==> src/rtl/hex_ascii_pkg.sv <==
// hex_ascii_pkg: ASCII hex encoding/decoding shared by the transmit
// serializer (bin_to_hex_tx) and the receive-side hex accumulator.
// Contents:
//   ASCII_0/ASCII_UA/ASCII_LA  base codes for '0', 'A', 'a'
//   nibble_to_ascii(nib, upper) 4-bit value -> ASCII hex character
//   ascii_to_nibble(ch)         ASCII hex character -> {valid, nibble}
//   msd_index(word)             index of the highest non-zero nibble (0 for 0)
//   state_t                     serializer FSM states
package hex_ascii_pkg;

  localparam logic [7:0] ASCII_0  = 8'h30;
  localparam logic [7:0] ASCII_UA = 8'h41;
  localparam logic [7:0] ASCII_LA = 8'h61;

  typedef enum logic [0:0] {
    IDLE = 1'b0,
    EMIT = 1'b1
  } state_t;

  function automatic logic [7:0] nibble_to_ascii(input logic [3:0] nib, input logic upper);
    logic [7:0] ch;
    if (nib < 4'd10) ch = ASCII_0 + {4'h0, nib};
    else             ch = (upper ? ASCII_UA : ASCII_LA) + {4'h0, nib} - 8'd10;
    return ch;
  endfunction

  // Receive-side decoder: bit 4 flags a legal hex digit, bits 3:0 its value.
  function automatic logic [4:0] ascii_to_nibble(input logic [7:0] ch);
    logic [4:0] r;
    r = 5'h00;
    if (ch >= ASCII_0 && ch <= 8'h39)
      r = {1'b1, 4'(ch - ASCII_0)};
    else if (ch >= ASCII_UA && ch <= 8'h46)
      r = {1'b1, 4'(ch - ASCII_UA + 8'd10)};
    else if (ch >= ASCII_LA && ch <= 8'h66)
      r = {1'b1, 4'(ch - ASCII_LA + 8'd10)};
    return r;
  endfunction

  // Callers zero-extend narrower words to 64 bits; ascending scan keeps the
  // highest non-zero nibble.
  function automatic logic [3:0] msd_index(input logic [63:0] word);
    logic [3:0] r;
    r = 4'd0;
    for (int i = 0; i < 16; i++) begin
      if (word[4*i +: 4] != 4'd0) r = 4'(i);
    end
    return r;
  endfunction

endpackage

==> src/rtl/ascii_hex_encode.sv <==
// ascii_hex_encode: combinational nibble -> ASCII hex character.
// Ports:
//   nib   in  4  nibble value 0..15
//   ascii out 8  '0'-'9', then 'A'-'F' (UPPER=1) or 'a'-'f' (UPPER=0)
module ascii_hex_encode
  import hex_ascii_pkg::*;
#(
  parameter bit UPPER = 1'b1
) (
  input  logic [3:0] nib,
  output logic [7:0] ascii
);

  assign ascii = nibble_to_ascii(nib, UPPER);

endmodule

==> src/rtl/bin_to_hex_tx.sv <==
// bin_to_hex_tx: serializes a binary word into ASCII hex characters, most
// significant digit first, one character per accepted output beat.
// Ports:
//   clk, rst_n        clock (rising edge), async active-low reset
//   bin_i/bin_valid_i word input; accepted while bin_ready_o (state IDLE)
//   ascii_o/valid_o/last_o  output character stream, ready_i backpressure
//   busy_o            word in flight
//   char_count_o      characters accepted downstream for the current word
//
// state | meaning
// IDLE  | waiting for a word, bin_ready_o=1
// EMIT  | streaming digits of word_q from idx down to 0
module bin_to_hex_tx
  import hex_ascii_pkg::*;
#(
  parameter int WIDTH          = 32,
  parameter bit UPPERCASE      = 1'b1,
  parameter bit SUPPRESS_ZEROS = 1'b1
) (
  input  logic             clk,
  input  logic             rst_n,
  input  logic [WIDTH-1:0] bin_i,
  input  logic             bin_valid_i,
  output logic             bin_ready_o,
  output logic [7:0]       ascii_o,
  output logic             valid_o,
  output logic             last_o,
  input  logic             ready_i,
  output logic             busy_o,
  output logic [5:0]       char_count_o
);

  localparam int         MAX_DIGITS = WIDTH / 4;
  localparam logic [3:0] LAST_IDX   = 4'(MAX_DIGITS - 1);

  state_t           state;
  logic [WIDTH-1:0] word_q;
  logic [3:0]       idx;
  logic [3:0]       first_idx;
  logic [3:0]       idx_nxt;
  logic [WIDTH-1:0] src;
  logic [3:0]       nib;
  logic [7:0]       char_nxt;

  assign bin_ready_o = (state == IDLE);
  assign busy_o      = (state == EMIT);

  assign first_idx = SUPPRESS_ZEROS ? msd_index(64'(bin_i)) : LAST_IDX;

  // One encoder serves both the first digit (straight from bin_i at the
  // handshake) and every following digit (from word_q), so the next
  // character is always registered one cycle ahead with no bubble.
  always_comb begin
    src     = word_q;
    idx_nxt = idx - 4'd1;
    if (state == IDLE) begin
      src     = bin_i;
      idx_nxt = first_idx;
    end
  end

  assign nib = 4'(src >> {idx_nxt, 2'b00});

  ascii_hex_encode #(.UPPER(UPPERCASE)) u_enc (
    .nib  (nib),
    .ascii(char_nxt)
  );

  always_ff @(posedge clk or negedge rst_n) begin
    if (!rst_n) begin
      state        <= IDLE;
      word_q       <= '0;
      idx          <= 4'd0;
      ascii_o      <= 8'h00;
      valid_o      <= 1'b0;
      last_o       <= 1'b0;
      char_count_o <= 6'd0;
    end else begin
      case (state)
        IDLE: begin
          if (bin_valid_i) begin
            state        <= EMIT;
            word_q       <= bin_i;
            idx          <= first_idx;
            ascii_o      <= char_nxt;
            valid_o      <= 1'b1;
            last_o       <= (first_idx == 4'd0);
            char_count_o <= 6'd0;
          end
        end
        EMIT: begin
          if (valid_o && ready_i) begin
            char_count_o <= char_count_o + 6'd1;
            if (last_o) begin
              state   <= IDLE;
              valid_o <= 1'b0;
              last_o  <= 1'b0;
            end else begin
              idx     <= idx_nxt;
              ascii_o <= char_nxt;
              last_o  <= (idx_nxt == 4'd0);
            end
          end
        end
        default: state <= IDLE;
      endcase
    end
  end

endmodule
==> config.mk <==
export PLATFORM = sky130hd
export DESIGN_NAME = bin_to_hex_tx
export DESIGN_NICKNAME = d
export VERILOG_FILES = /design/src/rtl/hex_ascii_pkg.sv /design/src/rtl/ascii_hex_encode.sv /design/src/rtl/bin_to_hex_tx.sv
export SDC_FILE = /design/constraint.sdc
export NUM_CORES = 1
export LEC_CHECK = 0
export BUFFER_PORTS_ARGS = -buffer_cell sky130_fd_sc_hd__buf_2
export CAP_MARGIN = 40
export CORE_MARGIN = 2
export CORE_UTILIZATION = 50
export CTS_CLUSTER_DIAMETER = 150
export DETAILED_ROUTE_END_ITERATION = 12
export HOLD_SLACK_MARGIN = 0.02
export MAX_ROUTING_LAYER = met4
export PLACE_DENSITY = 0.76
export SLEW_MARGIN = 20
export SYNTH_ARGS = -nofsm -noshare
export SYNTH_HDL_FRONTEND = slang
export SYNTH_HIERARCHICAL = 1
export SYNTH_SLANG_ARGS = --single-unit
==> constraint.sdc <==
create_clock -name clk -period 2.6 [get_ports clk]
set_input_delay 0.13 -clock clk [delete_from_list [all_inputs] [get_ports clk]]
set_output_delay 0.13 -clock clk [all_outputs]
set_load 0.1 [all_outputs]
Word-level counts from Yosys, hierarchy flattened. Index checks and enable logic that the tools add are counted.

Bits in registers: 53. Output and inout port bits: 18. Input bits: 36. Logic and storage cells: 66.

Reduce and logical (&&, ||, !) cells: 14. Muxes and demuxes: 33. Add/sub/neg operators: 5. Equal/unequal tests: 4. Bitwise logic cells: 1. Shift-type cells: 1. Order comparisons: 1.

Operator list (count): 2-to-1 mux 32 bit (1); 2-to-1 mux 4 bit (8); 2-to-1 mux 8 bit (4); >> shifter 32 x 6 -> 4 bit (1); nonzero test 4 bit (7); one-hot mux 8 bit (2 select lines) (1); 2-to-1 mux 6 bit (2); one-hot mux 6 bit (2 select lines) (1); 2-to-1 mux 1 bit (10); adder 7 x 4 -> 8 bit, first input constant (1); logical NOT 4 bit (2); one-hot mux 4 bit (2 select lines) (1); subtractor 8 x 4 -> 8 bit, second input constant (1); adder 6 x 4 -> 7 bit, first input constant (1); adder 6 x 1 -> 6 bit, second input constant (1); != test 2 bit, second input constant (3); one-hot mux 1 bit (2 select lines) (3); AND reduction 3 bit (2); less-than comparator 4 bit, second input constant (1); 2-to-1 mux 2 bit (2); AND reduction 2 bit (2); subtractor 4 x 1 -> 4 bit, second input constant (1); != test 2 x 1 -> 1 bit, second input constant (1); logical AND 1 bit (1); NOT 1 bit (1).

Depth between registers and ports, before layout.
Depth in word-level cells: 16. Mapped depth: 14. Mapped depth without buffers: 13.

Hierarchy. The synthesis kept the hierarchy.

Modules (own cells, without submodules): bin_to_hex_tx (area each 2836.5 sq um, sequential area each 1326.3 sq um, cells each 325, instances 1); ascii_hex_encode (area each 105.1 sq um, sequential area each 0.0 sq um, cells each 16, instances 1).

Worst setup path after synthesis. OpenSTA, ideal clock, no wires.

Path kind: register -> register. Start point: reg state (netlist: busy_o). End point: reg ascii_o[2]. Cell stages (with the launch flop): 14. Setup time: 0.122 ns. Required time: 2.478 ns. Data arrival time: 3.229 ns. Slack: -0.750 ns. Path buffers: 2. Period minus slack after synthesis: 3.350 ns. Cells stage by stage: dfrtp_1 > buf_6 > nor3b_4 > o21a_1 > buf_6 > mux2i_1 > mux4_2 > o22ai_1 > inv_1 > ha_1 > nand2_2 > mux2_1 > nand2_1 > nand2_1.

Cells in the longest elaborated chain, start to end: 8. Elaborated cells on any way between the ends: 17. Those cells by class: 3 x add/sub; 1 x order compare; 3 x eq/ne; 1 x shift; 7 x mux; 1 x bitwise; 1 x reduce/logical.

Ends and longest elaborated chain: from (decl) (line bin_to_hex_tx.sv:36) `state_t state;`; from (signal assigned) (line bin_to_hex_tx.sv:71) `state <= IDLE;`; from (signal assigned) (line bin_to_hex_tx.sv:82) `state <= EMIT;`; from (signal assigned) (line bin_to_hex_tx.sv:95) `state <= IDLE;`; 2-to-1 mux 32 bit / 2-to-1 mux 4 bit (equally long branches) (line bin_to_hex_tx.sv:56) `if (state == IDLE) begin`; >> shifter 32 x 6 -> 4 bit * (line bin_to_hex_tx.sv:62) `assign nib = 4'(src >> {idx_nxt, 2'b00});`; via nib[1] (line bin_to_hex_tx.sv:42) `logic [3:0] nib;`; adder 7 x 4 -> 8 bit (line hex_ascii_pkg.sv:23) `else ch = (upper ? ASCII_UA : ASCII_LA) + {4'h0, nib} - 8'd10;`; subtractor 8 x 4 -> 8 bit (line hex_ascii_pkg.sv:23); 2-to-1 mux 8 bit * (line hex_ascii_pkg.sv:22) `if (nib < 4'd10) ch = ASCII_0 + {4'h0, nib};`; via char_nxt[2] (line bin_to_hex_tx.sv:43) `logic [7:0] char_nxt;`; 2-to-1 mux 8 bit (line bin_to_hex_tx.sv:94) `if (last_o) begin`; 2-to-1 mux 8 bit (line bin_to_hex_tx.sv:92) `if (valid_o && ready_i) begin`; one-hot mux 8 bit (2 select lines) * (line bin_to_hex_tx.sv:79) `case (state)`; to (signal assigned) (line bin_to_hex_tx.sv:85) `ascii_o <= char_nxt;`; to (signal assigned) (line bin_to_hex_tx.sv:100) `ascii_o <= char_nxt;`; to (decl) (line bin_to_hex_tx.sv:25) `output logic [7:0] ascii_o,`.

Mark *: on every way through the listed nets, which the timed path passes. The rest lies on a longest branch. The select of a mux whose other input is x is not followed. A chain may end at the register's enable or synchronous reset.

Final worst setup path. Ends and elaborated chain as after synthesis.

==> impl_metrics.sql <==
INSERT INTO impl_metrics (metric_group, metric, value, unit) VALUES
('outcome', 'outcome', 'finished clean', ''),
('synth', 'synth-seq-area-share', '45.1', '%'),
('timing', 'min_period', '2510', 'ps'),
('die', 'core_area', '5610', 'um2'),
('timing', 'rsz_0062_raised_after_global_routing', 'yes', ''),
('worst_setup_path', 'endpoint_kind', 'flop', ''),
('clocking', 'clk_pin_slew_worst_paths', '110', 'ps'),
('synth', 'synth_top_cell_area_share', '45.1', '%'),
('placement', 'dp_slack', '-354', 'ps'),
('grt', 'grt_antenna_before_repair', '0', ''),
('routing', 'antenna_left', '0', ''),
('worst_setup_path', 'worstPathCellList', 'nor3b_4, o21a_4, mux2i_1, mux4_2, o22ai_4, inv_1, ha_2, nand2_2, mux2_4, nand2_2, nand2_1', ''),
('placement', 'port_buffers', '53', ''),
('cells_and_area', 'post_route_cells_drive_above_1_share', '31.9', '%'),
('die', 'die-width', '80.7', 'um'),
('clocking', 'numClockSinks', '53', ''),
('worst_setup_path', 'crit_path_frequent_cell', 'sky130_fd_sc_hd__nand2_2', ''),
('timing', 'fin_setup_tns', '0', 'ps'),
('cells_and_area', 'synthToLayoutAreaGrowth', '28.4', '%'),
('timing', 'tightestPinTransition', '730', 'ps'),
('die', 'io-pin-count', '54', ''),
('worst_setup_path', 'critical_path.slowest_cell', 'sky130_fd_sc_hd__dfrtp_4', ''),
('clocking', 'clk_path_buf_depth', '2', ''),
('placement', 'placed_cell_area', '3620', 'um2'),
('clocking', 'clk-insertion-delay-late', '320', 'ps'),
('grt', 'first_pass_grt_wire_length', '12.5', 'mm'),
('worst_setup_path', 'critPathMaxFanout', '6', ''),
('routing', 'via_count', '2772', ''),
('cells_and_area', 'post-route-util', '67.4', '%'),
('synth', 'synthesis.area_per_instance', '8.63', 'um2'),
('worst_setup_path', 'critical_path.max_stage_delay', '530', 'ps'),
('cells_and_area', 'num_antenna_cells', '0', ''),
('timing', 'final_max_slew_viols', '0', ''),
('grt', 'vias_in_the_first_global_route', '2663', ''),
('clocking', 'cts_setup_buffers', '0', ''),
('job', 'maxCapViolCount', '0', ''),
('clocking', 'cts-root-buf', 'sky130_fd_sc_hd__clkbuf_8', ''),
('power_and_ir_drop', 'ir_worst_vdd', '0.776', 'mV'),
('synth', 'synth_seq_cells', '53', ''),
('synth', 'synth.top_cells.by_area', 'sky130_fd_sc_hd__dfrtp_1 (45%), sky130_fd_sc_hd__nand2_1 (17%), sky130_fd_sc_hd__mux2i_1 (7.1%)', ''),
('placement', 'finalWeightedCongestion', '0.878', ''),
('worst_setup_path', 'cp.required', '2820', 'ps'),
('clocking', 'cts_tree', 'done', ''),
('die', 'floorplan.die_area', '6510', 'um2'),
('die', 'y_dimension_of_the_die', '80.7', 'um'),
('clocking', 'htreeDepth', '2', ''),
('grt', 'grt_start_max_net_pins', '54', ''),
('power_and_ir_drop', 'total_leakage_power', '1.95', 'nW'),
('routing', 'drt_iter0_markers', '215', ''),
('synth', 'synth_top_area_cell', 'sky130_fd_sc_hd__dfrtp_1', ''),
('synth', 'post_syn_area', '2940', 'um2'),
('synth', 'synth.net_count', '380', ''),
('timing', 'slew-limit-headroom', '51.0', '%'),
('timing', 'setup-violations-final', '0', ''),
('grt', 'overflow', '0', ''),
('timing', 'postLayoutSetupSlackWorst', '89.5', 'ps'),
('min_path', 'hp-class', 'in2reg', ''),
('timing', 'final-hold-violation-count', '0', ''),
('synth', 'post_synth_num_cell_types', '46', ''),
('grt', 'global_route.usage.total', '25.5', '%'),
('timing', 'post-route-period-util', '96.6', '%'),
('routing', 'detail_route.wirelength', '7.67', 'mm'),
('worst_setup_path', 'setup.worst_path.class', 'reg2reg', ''),
('synth', 'post_syn_instances', '341', ''),
('die', 'num_rows', '27', ''),
('clocking', 'tritoncts.num_buffers', '5', ''),
('die', 'initial_standard_cell_utilization_of_the_core', '52.5', '%'),
('routing', 'post_drt_via_cell_ratio', '5.42', ''),
('routing', 'post-route-drc-count', '0', ''),
('timing', 'finClkSkew', '11.1', 'ps'),
('placement', 'dp_hpwl', '5.49', 'mm'),
('routing', 'detailedRoute.firstPassIterationCount', '4', ''),
('synth', 'synth-warning-count', '6', ''),
('cells_and_area', 'stdcell_area', '3780', 'um2'),
('power_and_ir_drop', 'power_density', '1450', 'nW/um2'),
('synth', 'synth-async-reset-ratio', '100', '%'),
('worst_setup_path', 'critPathArrivalTime', '2740', 'ps'),
('synth', 'number_of_enable_flip_flop_cells_after_synthesis', '0', ''),
('worst_setup_path', 'critPathLaunchType', 'flop', ''),
('timing', 'fmax', '398', 'MHz'),
('routing', 'per_cell_routed_wire_length', '15.0', 'um'),
('cells_and_area', 'fin_nets', '477', ''),
('synth', 'flip_flop_cell_with_the_highest_count_after_synthesis', 'sky130_fd_sc_hd__dfrtp_1', '');
-- per-stage QoR --
stage               hold slack [ps]  std cells  power [mW]
detailed placement              292        502        4.85
CTS                            33.5        511        5.36
global route                   40.9        511        5.87
finish                         26.5        511        5.49
global placement                287        502        4.75
floorplan                      -166        341        3.98
-- power by group --
group / leakage, nW / switching [mW] / internal, mW
Sequential: 0.663 / 0.246 / 1.21
Combinational: 1.25 / 2.16 / 1.38
Clock: 0.0445 / 0.296 / 0.192
Total: 1.95 / 2.70 / 2.79
-- path summary, 6_finish.rpt --
check	slack (ps)	cells after the start	from	endpoint
worst max-delay path	90	11	busy_o	ascii_o[2]
worst min-delay path	30	3	bin_i[2]	word_q[2]
worst max register to register	90	11	busy_o	ascii_o[2]
worst min register to register	470	2	ascii_o[0]	ascii_o[0]
max in group asynchronous	1630	3	rst_n	busy_o
min in group asynchronous	450	3	rst_n	word_q[17]
-- cell type report --
| type | instances | area (um2) |
|---|---|---|
| timing repair buffer | 108 | 693 |
| multi-input combinational | 264 | 1550 |
| clock inverter | 3 | 21.3 |
| fill | 474 | 1830 |
| clock buffer | 5 | 68.8 |
| sequential | 53 | 1330 |
| inverter | 6 | 22.5 |
| tap | 72 | 90.1 |
-- cell usage after synthesis, drive strengths merged (2+ instances only) --
cell / instances
and3: 2
xnor2: 3
o21a: 3
ha: 3
xor2: 4
dfrtp: 53
nand2: 138
a21oi: 13
mux2i: 21
nand4: 2
nor4: 6
o21ai: 9
mux2: 2
nor3b: 2
clkbuf: 13
inv: 6
o22ai: 4
nor2: 14
or4: 4
nor2b: 3
nand3: 7
buf: 5
mux4: 3
a211oi: 9
-- logic make-up after synthesis --
kind of cell               synth area share, %
AOI/OAI and AO/OA                         9.95
xor gates and xnor gates                  2.08
adders and majority gates                 1.28
buffers and inverters                     4.76
DFF                                       45.1
muxes                                     10.2
other                                    0.127
and+or+nand+nor                           26.5
-- registers in the layout (all words and copies together), names as in the netlist --
| name | cells |
|---|---|
| word_q | 32 |
| ascii_o | 8 |
| valid_o | 1 |
| idx | 4 |
| char_count_o | 6 |
| last_o | 1 |
| busy_o | 1 |
-- cells in the final DEF, fill, tap and decap left out, types with 6 or more instances in the layout --
master,netlist,layout
sky130_fd_sc_hd__nor4_1,6,6
sky130_fd_sc_hd__nand2_1,137,136
sky130_fd_sc_hd__buf_2,0,53
sky130_fd_sc_hd__nor2_1,14,13
sky130_fd_sc_hd__buf_4,1,53
sky130_fd_sc_hd__mux2i_1,21,21
sky130_fd_sc_hd__a211oi_1,9,9
sky130_fd_sc_hd__o21ai_0,7,7
sky130_fd_sc_hd__dfrtp_1,53,52
sky130_fd_sc_hd__a21oi_1,13,13
sky130_fd_sc_hd__inv_1,6,6
sky130_fd_sc_hd__nand3_1,7,6
-- per-layer routing --
metal	GRT usage, %	vias up	routed length (um)
met3	3.82	9	359
li1	-	1341	-
met5	-	-	0
met4	8.47	0	91
met1	33.6	1344	3550
met2	40.6	78	3660
-- worst max-delay path: cells and delay by family, from the launching register on --
family | cells | cell delay (ps)
muxes | 3 | 880
DFF | 1 | 530
and+or+nand+nor | 4 | 380
AOI/OAI and AO/OA | 2 | 370
adders and majority gates | 1 | 190
buffers and inverters | 1 | 60
-- timing repair --
item                                   in CTS  in global routing
gates resized for setup                     2                  9
setup endpoints to repair                   4                  6
pin swaps                                   0                  1
hold buffers                                1                  0
endpoints found under the hold margin      53                  0
No activity file was read; power rests on OpenSTA's default activity.
